$ cat src/rtl/ahb3lite_arb2.sv
// Two-requester round-robin front end driving a single AHB3-Lite master port.
// One transfer outstanding at a time; every output comes straight from a flop.
module ahb3lite_arb2 #(
    parameter int HADDR_SIZE = 16,
    parameter int HDATA_SIZE = 32
) (
    input  logic                  HCLK,
    input  logic                  HRESET,

    input  logic                  r0_req,
    input  logic [HADDR_SIZE-1:0] r0_addr,
    input  logic                  r0_write,
    input  logic [2:0]            r0_size,
    input  logic [HDATA_SIZE-1:0] r0_wdata,
    output logic                  r0_ack,
    output logic                  r0_err,

    input  logic                  r1_req,
    input  logic [HADDR_SIZE-1:0] r1_addr,
    input  logic                  r1_write,
    input  logic [2:0]            r1_size,
    input  logic [HDATA_SIZE-1:0] r1_wdata,
    output logic                  r1_ack,
    output logic                  r1_err,

    output logic [HDATA_SIZE-1:0] rdata,
    output logic                  busy,

    output logic                  HSEL,
    output logic [HADDR_SIZE-1:0] HADDR,
    output logic                  HWRITE,
    output logic [2:0]            HSIZE,
    output logic [2:0]            HBURST,
    output logic [3:0]            HPROT,
    output logic [1:0]            HTRANS,
    output logic [HDATA_SIZE-1:0] HWDATA,
    input  logic [HDATA_SIZE-1:0] HRDATA,
    input  logic                  HREADY,
    input  logic                  HRESP
);

    typedef enum logic [1:0] {
        S_IDLE    = 2'd0,
        S_ADDR    = 2'd1,
        S_DATA    = 2'd2,
        S_ERRDONE = 2'd3
    } state_t;

    localparam logic [1:0] TR_IDLE   = 2'b00;
    localparam logic [1:0] TR_NONSEQ = 2'b10;

    state_t                state_q, state_d;
    logic                  last_q, last_d;
    logic                  gnt_q, gnt_d;
    logic                  busy_q, busy_d;
    logic                  hsel_q, hsel_d;
    logic [1:0]            htrans_q, htrans_d;
    logic [HADDR_SIZE-1:0] haddr_q, haddr_d;
    logic                  hwrite_q, hwrite_d;
    logic [2:0]            hsize_q, hsize_d;
    logic [HDATA_SIZE-1:0] wdata_q, wdata_d;
    logic [HDATA_SIZE-1:0] hwdata_q, hwdata_d;
    logic [HDATA_SIZE-1:0] rdata_q, rdata_d;
    logic                  ack0_q, ack0_d, ack1_q, ack1_d;
    logic                  err0_q, err0_d, err1_q, err1_d;

    logic                  el0, el1, pick;
    logic [HADDR_SIZE-1:0] sel_addr;
    logic                  sel_write;
    logic [2:0]            sel_size;
    logic [HDATA_SIZE-1:0] sel_wdata;

    // Illegal HSIZE for this bus width, or address not aligned to the transfer size.
    function automatic logic bad_xfer(input logic [1:0] a_lo, input logic [2:0] sz);
        logic bad;
        case (sz)
            3'd0:    bad = 1'b0;
            3'd1:    bad = a_lo[0];
            3'd2:    bad = |a_lo;
            default: bad = 1'b1;
        endcase
        return bad;
    endfunction

    always_comb begin
        state_d  = state_q;
        last_d   = last_q;
        gnt_d    = gnt_q;
        hsel_d   = hsel_q;
        htrans_d = htrans_q;
        haddr_d  = haddr_q;
        hwrite_d = hwrite_q;
        hsize_d  = hsize_q;
        wdata_d  = wdata_q;
        hwdata_d = hwdata_q;
        rdata_d  = rdata_q;
        ack0_d   = 1'b0;
        ack1_d   = 1'b0;
        err0_d   = 1'b0;
        err1_d   = 1'b0;

        // A requester whose ack is showing this cycle has not yet had a chance to drop req.
        el0  = r0_req && !ack0_q;
        el1  = r1_req && !ack1_q;
        pick = el1 && (!el0 || !last_q);

        sel_addr  = pick ? r1_addr  : r0_addr;
        sel_write = pick ? r1_write : r0_write;
        sel_size  = pick ? r1_size  : r0_size;
        sel_wdata = pick ? r1_wdata : r0_wdata;

        case (state_q)
            S_IDLE: begin
                if (el0 || el1) begin
                    gnt_d    = pick;
                    last_d   = pick;
                    haddr_d  = sel_addr;
                    hwrite_d = sel_write;
                    hsize_d  = sel_size;
                    wdata_d  = sel_wdata;
                    if (bad_xfer(sel_addr[1:0], sel_size)) begin
                        state_d = S_ERRDONE;
                    end else begin
                        state_d  = S_ADDR;
                        hsel_d   = 1'b1;
                        htrans_d = TR_NONSEQ;
                    end
                end
            end
            S_ADDR: begin
                if (HREADY) begin
                    state_d  = S_DATA;
                    hsel_d   = 1'b0;
                    htrans_d = TR_IDLE;
                    if (hwrite_q) begin
                        hwdata_d = wdata_q;
                    end
                end
            end
            S_DATA: begin
                // An ERROR response keeps HREADY low for its first cycle, so it is simply waited out.
                if (HREADY) begin
                    state_d = S_IDLE;
                    ack0_d  = !gnt_q;
                    ack1_d  = gnt_q;
                    err0_d  = !gnt_q && HRESP;
                    err1_d  = gnt_q && HRESP;
                    if (!hwrite_q) begin
                        rdata_d = HRDATA;
                    end
                end
            end
            S_ERRDONE: begin
                state_d = S_IDLE;
                ack0_d  = !gnt_q;
                ack1_d  = gnt_q;
                err0_d  = !gnt_q;
                err1_d  = gnt_q;
            end
            default: state_d = S_IDLE;
        endcase

        busy_d = (state_d != S_IDLE);
    end

    always_ff @(posedge HCLK) begin
        if (HRESET) begin
            state_q  <= S_IDLE;
            last_q   <= 1'b1;
            gnt_q    <= 1'b0;
            busy_q   <= 1'b0;
            hsel_q   <= 1'b0;
            htrans_q <= TR_IDLE;
            haddr_q  <= '0;
            hwrite_q <= 1'b0;
            hsize_q  <= 3'd0;
            hwdata_q <= '0;
            rdata_q  <= '0;
            ack0_q   <= 1'b0;
            ack1_q   <= 1'b0;
            err0_q   <= 1'b0;
            err1_q   <= 1'b0;
        end else begin
            state_q  <= state_d;
            last_q   <= last_d;
            gnt_q    <= gnt_d;
            busy_q   <= busy_d;
            hsel_q   <= hsel_d;
            htrans_q <= htrans_d;
            haddr_q  <= haddr_d;
            hwrite_q <= hwrite_d;
            hsize_q  <= hsize_d;
            hwdata_q <= hwdata_d;
            rdata_q  <= rdata_d;
            ack0_q   <= ack0_d;
            ack1_q   <= ack1_d;
            err0_q   <= err0_d;
            err1_q   <= err1_d;
        end
    end

    always_ff @(posedge HCLK) begin
        wdata_q <= wdata_d;
    end

    assign r0_ack = ack0_q;
    assign r0_err = err0_q;
    assign r1_ack = ack1_q;
    assign r1_err = err1_q;
    assign rdata  = rdata_q;
    assign busy   = busy_q;
    assign HSEL   = hsel_q;
    assign HADDR  = haddr_q;
    assign HWRITE = hwrite_q;
    assign HSIZE  = hsize_q;
    assign HBURST = 3'b000;
    assign HPROT  = 4'b0011;
    assign HTRANS = htrans_q;
    assign HWDATA = hwdata_q;

endmodule

$ cat config.mk
export PLATFORM = sky130hd
export DESIGN_NAME = ahb3lite_arb2
export DESIGN_NICKNAME = d
export VERILOG_FILES = /design/src/rtl/ahb3lite_arb2.sv
export SDC_FILE = /design/constraint.sdc
export NUM_CORES = 1
export LEC_CHECK = 0
export ABC_AREA = 1
export CAP_MARGIN = 0
export CELL_PAD_IN_SITES_DETAIL_PLACEMENT = 1
export CELL_PAD_IN_SITES_GLOBAL_PLACEMENT = 2
export CORE_UTILIZATION = 23
export CTS_BUF_LIST = sky130_fd_sc_hd__clkbuf_4 sky130_fd_sc_hd__clkbuf_8
export CTS_CLUSTER_DIAMETER = 120
export CTS_CLUSTER_SIZE = 16
export DETAILED_ROUTE_END_ITERATION = 10
export MAX_ROUTING_LAYER = met4
export PLACE_DENSITY = 0.8
export SYNTH_ARGS = -nofsm -noshare
export SYNTH_HDL_FRONTEND = slang
export SYNTH_SLANG_ARGS = --single-unit
$ cat constraint.sdc
create_clock -name HCLK -period 2.4 [get_ports HCLK]
set_clock_uncertainty 0.05 [all_clocks]
set_input_delay 0.36 -clock HCLK [delete_from_list [all_inputs] [get_ports HCLK]]
set_output_delay 0.36 -clock HCLK [all_outputs]
set_load 0.02 [all_outputs]
==> results.json <==
{
  "status": "complete, no violations",
  "syn-mean-instance-area_um2": 8.111,
  "synth_cell_types": 28,
  "end_kind": "primary output",
  "cts_buffers": 17,
  "min_period_over_period_pct": 83.38,
  "final_max_slew_viol_count": 0,
  "ant_nets": 0,
  "rsz0062_at_grt": "false",
  "wl_um": 17070,
  "cts_resized": 0,
  "track_usage_pct": 15.89,
  "vias": 4792,
  "core_um2": 21290,
  "hold_start": "HWDATA[24]",
  "io_pins": 241,
  "die_x_um": 150.3,
  "crit_end": "HWRITE",
  "async_reset_ff_share_pct": 0,
  "crit_path_start_kind": "flop",
  "yosys_warnings": 0,
  "startpoint": "HWRITE",
  "clock-sinks": 126,
  "antenna_found_initial": 0,
  "dieArea_um2": 22600,
  "post_cts_buffers": 0,
  "overflow": 0,
  "yosys.area.top_type": "dfxtp_1",
  "reg2reg_from": "state_q[0]",
  "power-per-cell-area_nw_per_um2": 731.0,
  "crit_chain": "clkdlybuf4s50_1",
  "synth.area.top_cells": "dfxtp_1, edfxtp_1, nand2_1",
  "hold_viol_final": 0,
  "crit_required_ps": 1990,
  "grt_pass1_wl_um": 26410,
  "synth_top_area_share_pct": 37.18,
  "drt_iter0_drc": 148,
  "vias_per_cell": 4.215,
  "clock_latency_ps": 440,
  "clkTransAtPathRegs_ps": 80,
  "path_buf_inv": 1,
  "r2r-end": "HADDR[15]",
  "crit_slowest_cell": "clkdlybuf4s50_1",
  "synth_top_flop_cell": "dfxtp_1",
  "tightest_slew_ps": 600.5,
  "fillers": 2502,
  "cts_tree": "built",
  "crit_cells": 1,
  "initial_utilization_pct": 23.78,
  "synth_edf_count": 32,
  "hold_ws_ps": 432.0,
  "htreeDepth": 4,
  "placed_area_um2": 7675,
  "irDropWorstVdd_mv": 0.2938,
  "cp_max_fo": 4,
  "r2r_cells": 7,
  "die_h_um": 150.3,
  "min_path_cells": 2,
  "fmax_ghz": 0.4997,
  "syn_inst": 624,
  "synth_common_cells": "nand2_1, nor2_1, dfxtp_1",
  "hold_path.class": "reg -> reg",
  "rrSetupSlack_ps": 800,
  "final_area_um2": 8092,
  "root_buffer": "clkbuf_8",
  "dpl_worst_slack_ps": 247.5,
  "setup_viol": 0,
  "hpwlAfterDp_um": 12510,
  "yosys.cell_count.top_type": "nand2_1",
  "rows": 53,
  "drc": 0,
  "syn_to_final_growth_pct": 59.88,
  "final_nets": 991,
  "port_buffers": 232,
  "antennaDiodeCount": 0,
  "final_layout_size_suffix_gt1_share_pct": 6.961,
  "grt_pass1_vias": 4834,
  "tns_ps": 0,
  "critPathKind": "reg -> out",
  "leakagePower_uw": 0.003341,
  "synth_seq_cells": 126,
  "cts.path.max_buffers": 2,
  "slowest_delay_ps": 680,
  "maxCapViolCount": 0,
  "arrival_ps": 1590,
  "finalCriticalPeriod_ps": 2001,
  "wl_per_cell_um": 15.01,
  "slew_headroom_pct": 59.91,
  "gp_congestion": 0.7431,
  "dr.pass1.iters": 4,
  "synth_area_um2": 5061,
  "path_delay_family": "buffers and inverters",
  "setup_slack_ps": 399.0,
  "cts_hold_buf": 0,
  "yosysSeqAreaShare_pct": 56.17,
  "grt_max_degree": 37,
  "utilization_pct": 38.01
}
final cells by class:
class | instances | area [um2] | share of cell area (%)
Multi-Input combinational cell | 425 | 1849 | 22.85
Clock buffer | 21 | 276.5 | 3.417
Tap cell | 275 | 344.1 | 4.252
Inverter | 33 | 123.9 | 1.531
Timing Repair Buffer | 246 | 2515 | 31.08
Sequential cell | 126 | 2843 | 35.13
Clock inverter | 11 | 140.1 | 1.732
layer usage:
layer | up-vias | share of wire (%) | global-route usage, %
met4 | 0 | 1.6 | 5.354
li1 | 2429 | - | -
met1 | 2209 | 46 | 19.63
met2 | 134 | 47 | 25.18
met5 | - | 0 | -
met3 | 20 | 5.4 | 3.970
placed cells by master, fill, tap and decap left out:
master / n
clkbuf_4: 2
clkinvlp_4: 3
o21ai_1: 2
nor4_4: 1
o211ai_1: 15
nand3_1: 21
clkinv_4: 1
nand2_1: 154
clkinv_1: 1
buf_4: 7
inv_2: 6
a21boi_2: 1
buf_12: 7
nand2_2: 2
clkbuf_8: 19
and2_1: 1
a21oi_2: 1
inv_1: 27
nor2_2: 1
nand3b_1: 2
conb_1: 8
clkinv_2: 3
nor3_1: 5
bufinv_16: 3
o21ai_0: 71
nand3_2: 1
clkdlybuf4s50_1: 232
nor2_1: 131
o21ai_2: 1
a21oi_1: 6
nor2_4: 1
dfxtp_1: 94
edfxtp_1: 32
state kept, by name, indices dropped and copies added (netlist names):
signal,cells
HWDATA,32
rdata,32
wdata_q,32
HADDR,16
HSIZE,3
state_q,2
HTRANS,1
HWRITE,1
busy,1
gnt_q,1
last_q,1
r0_ack,1
r0_err,1
r1_ack,1
r1_err,1
metrics by stage:
step	cells	power [uW]
after floorplan	630	3285
after global placement	1105	4010
after detailed placement	1105	4028
after CTS	1137	6034
after global routing	1137	6265
final	1137	5915
power by group:
part           switching (uW)  internal (uW)
Combinational             733            648
Clock                     862           1100
Sequential                112           2460
kinds of logic after synthesis:
kind of cell           count (synthesis)  share of synthesized area, %
AOI/OAI and AO/OA                     97                         10.61
buffers and inverters                 79                         7.738
other                                  2                        0.1484
and+or+nand+nor                      320                         25.34
DFF                                  126                         56.17
how the worst min path moves through the flow:
stage	slack [ps]	end
floorplan	400	r0_ack
global placement	410	HWDATA[25]
detailed placement	420	HWDATA[24]
CTS	410	rdata[30]
global route	430	rdata[17]
finish	430	HWDATA[24]
No activity file was read; power rests on OpenSTA's default activity.
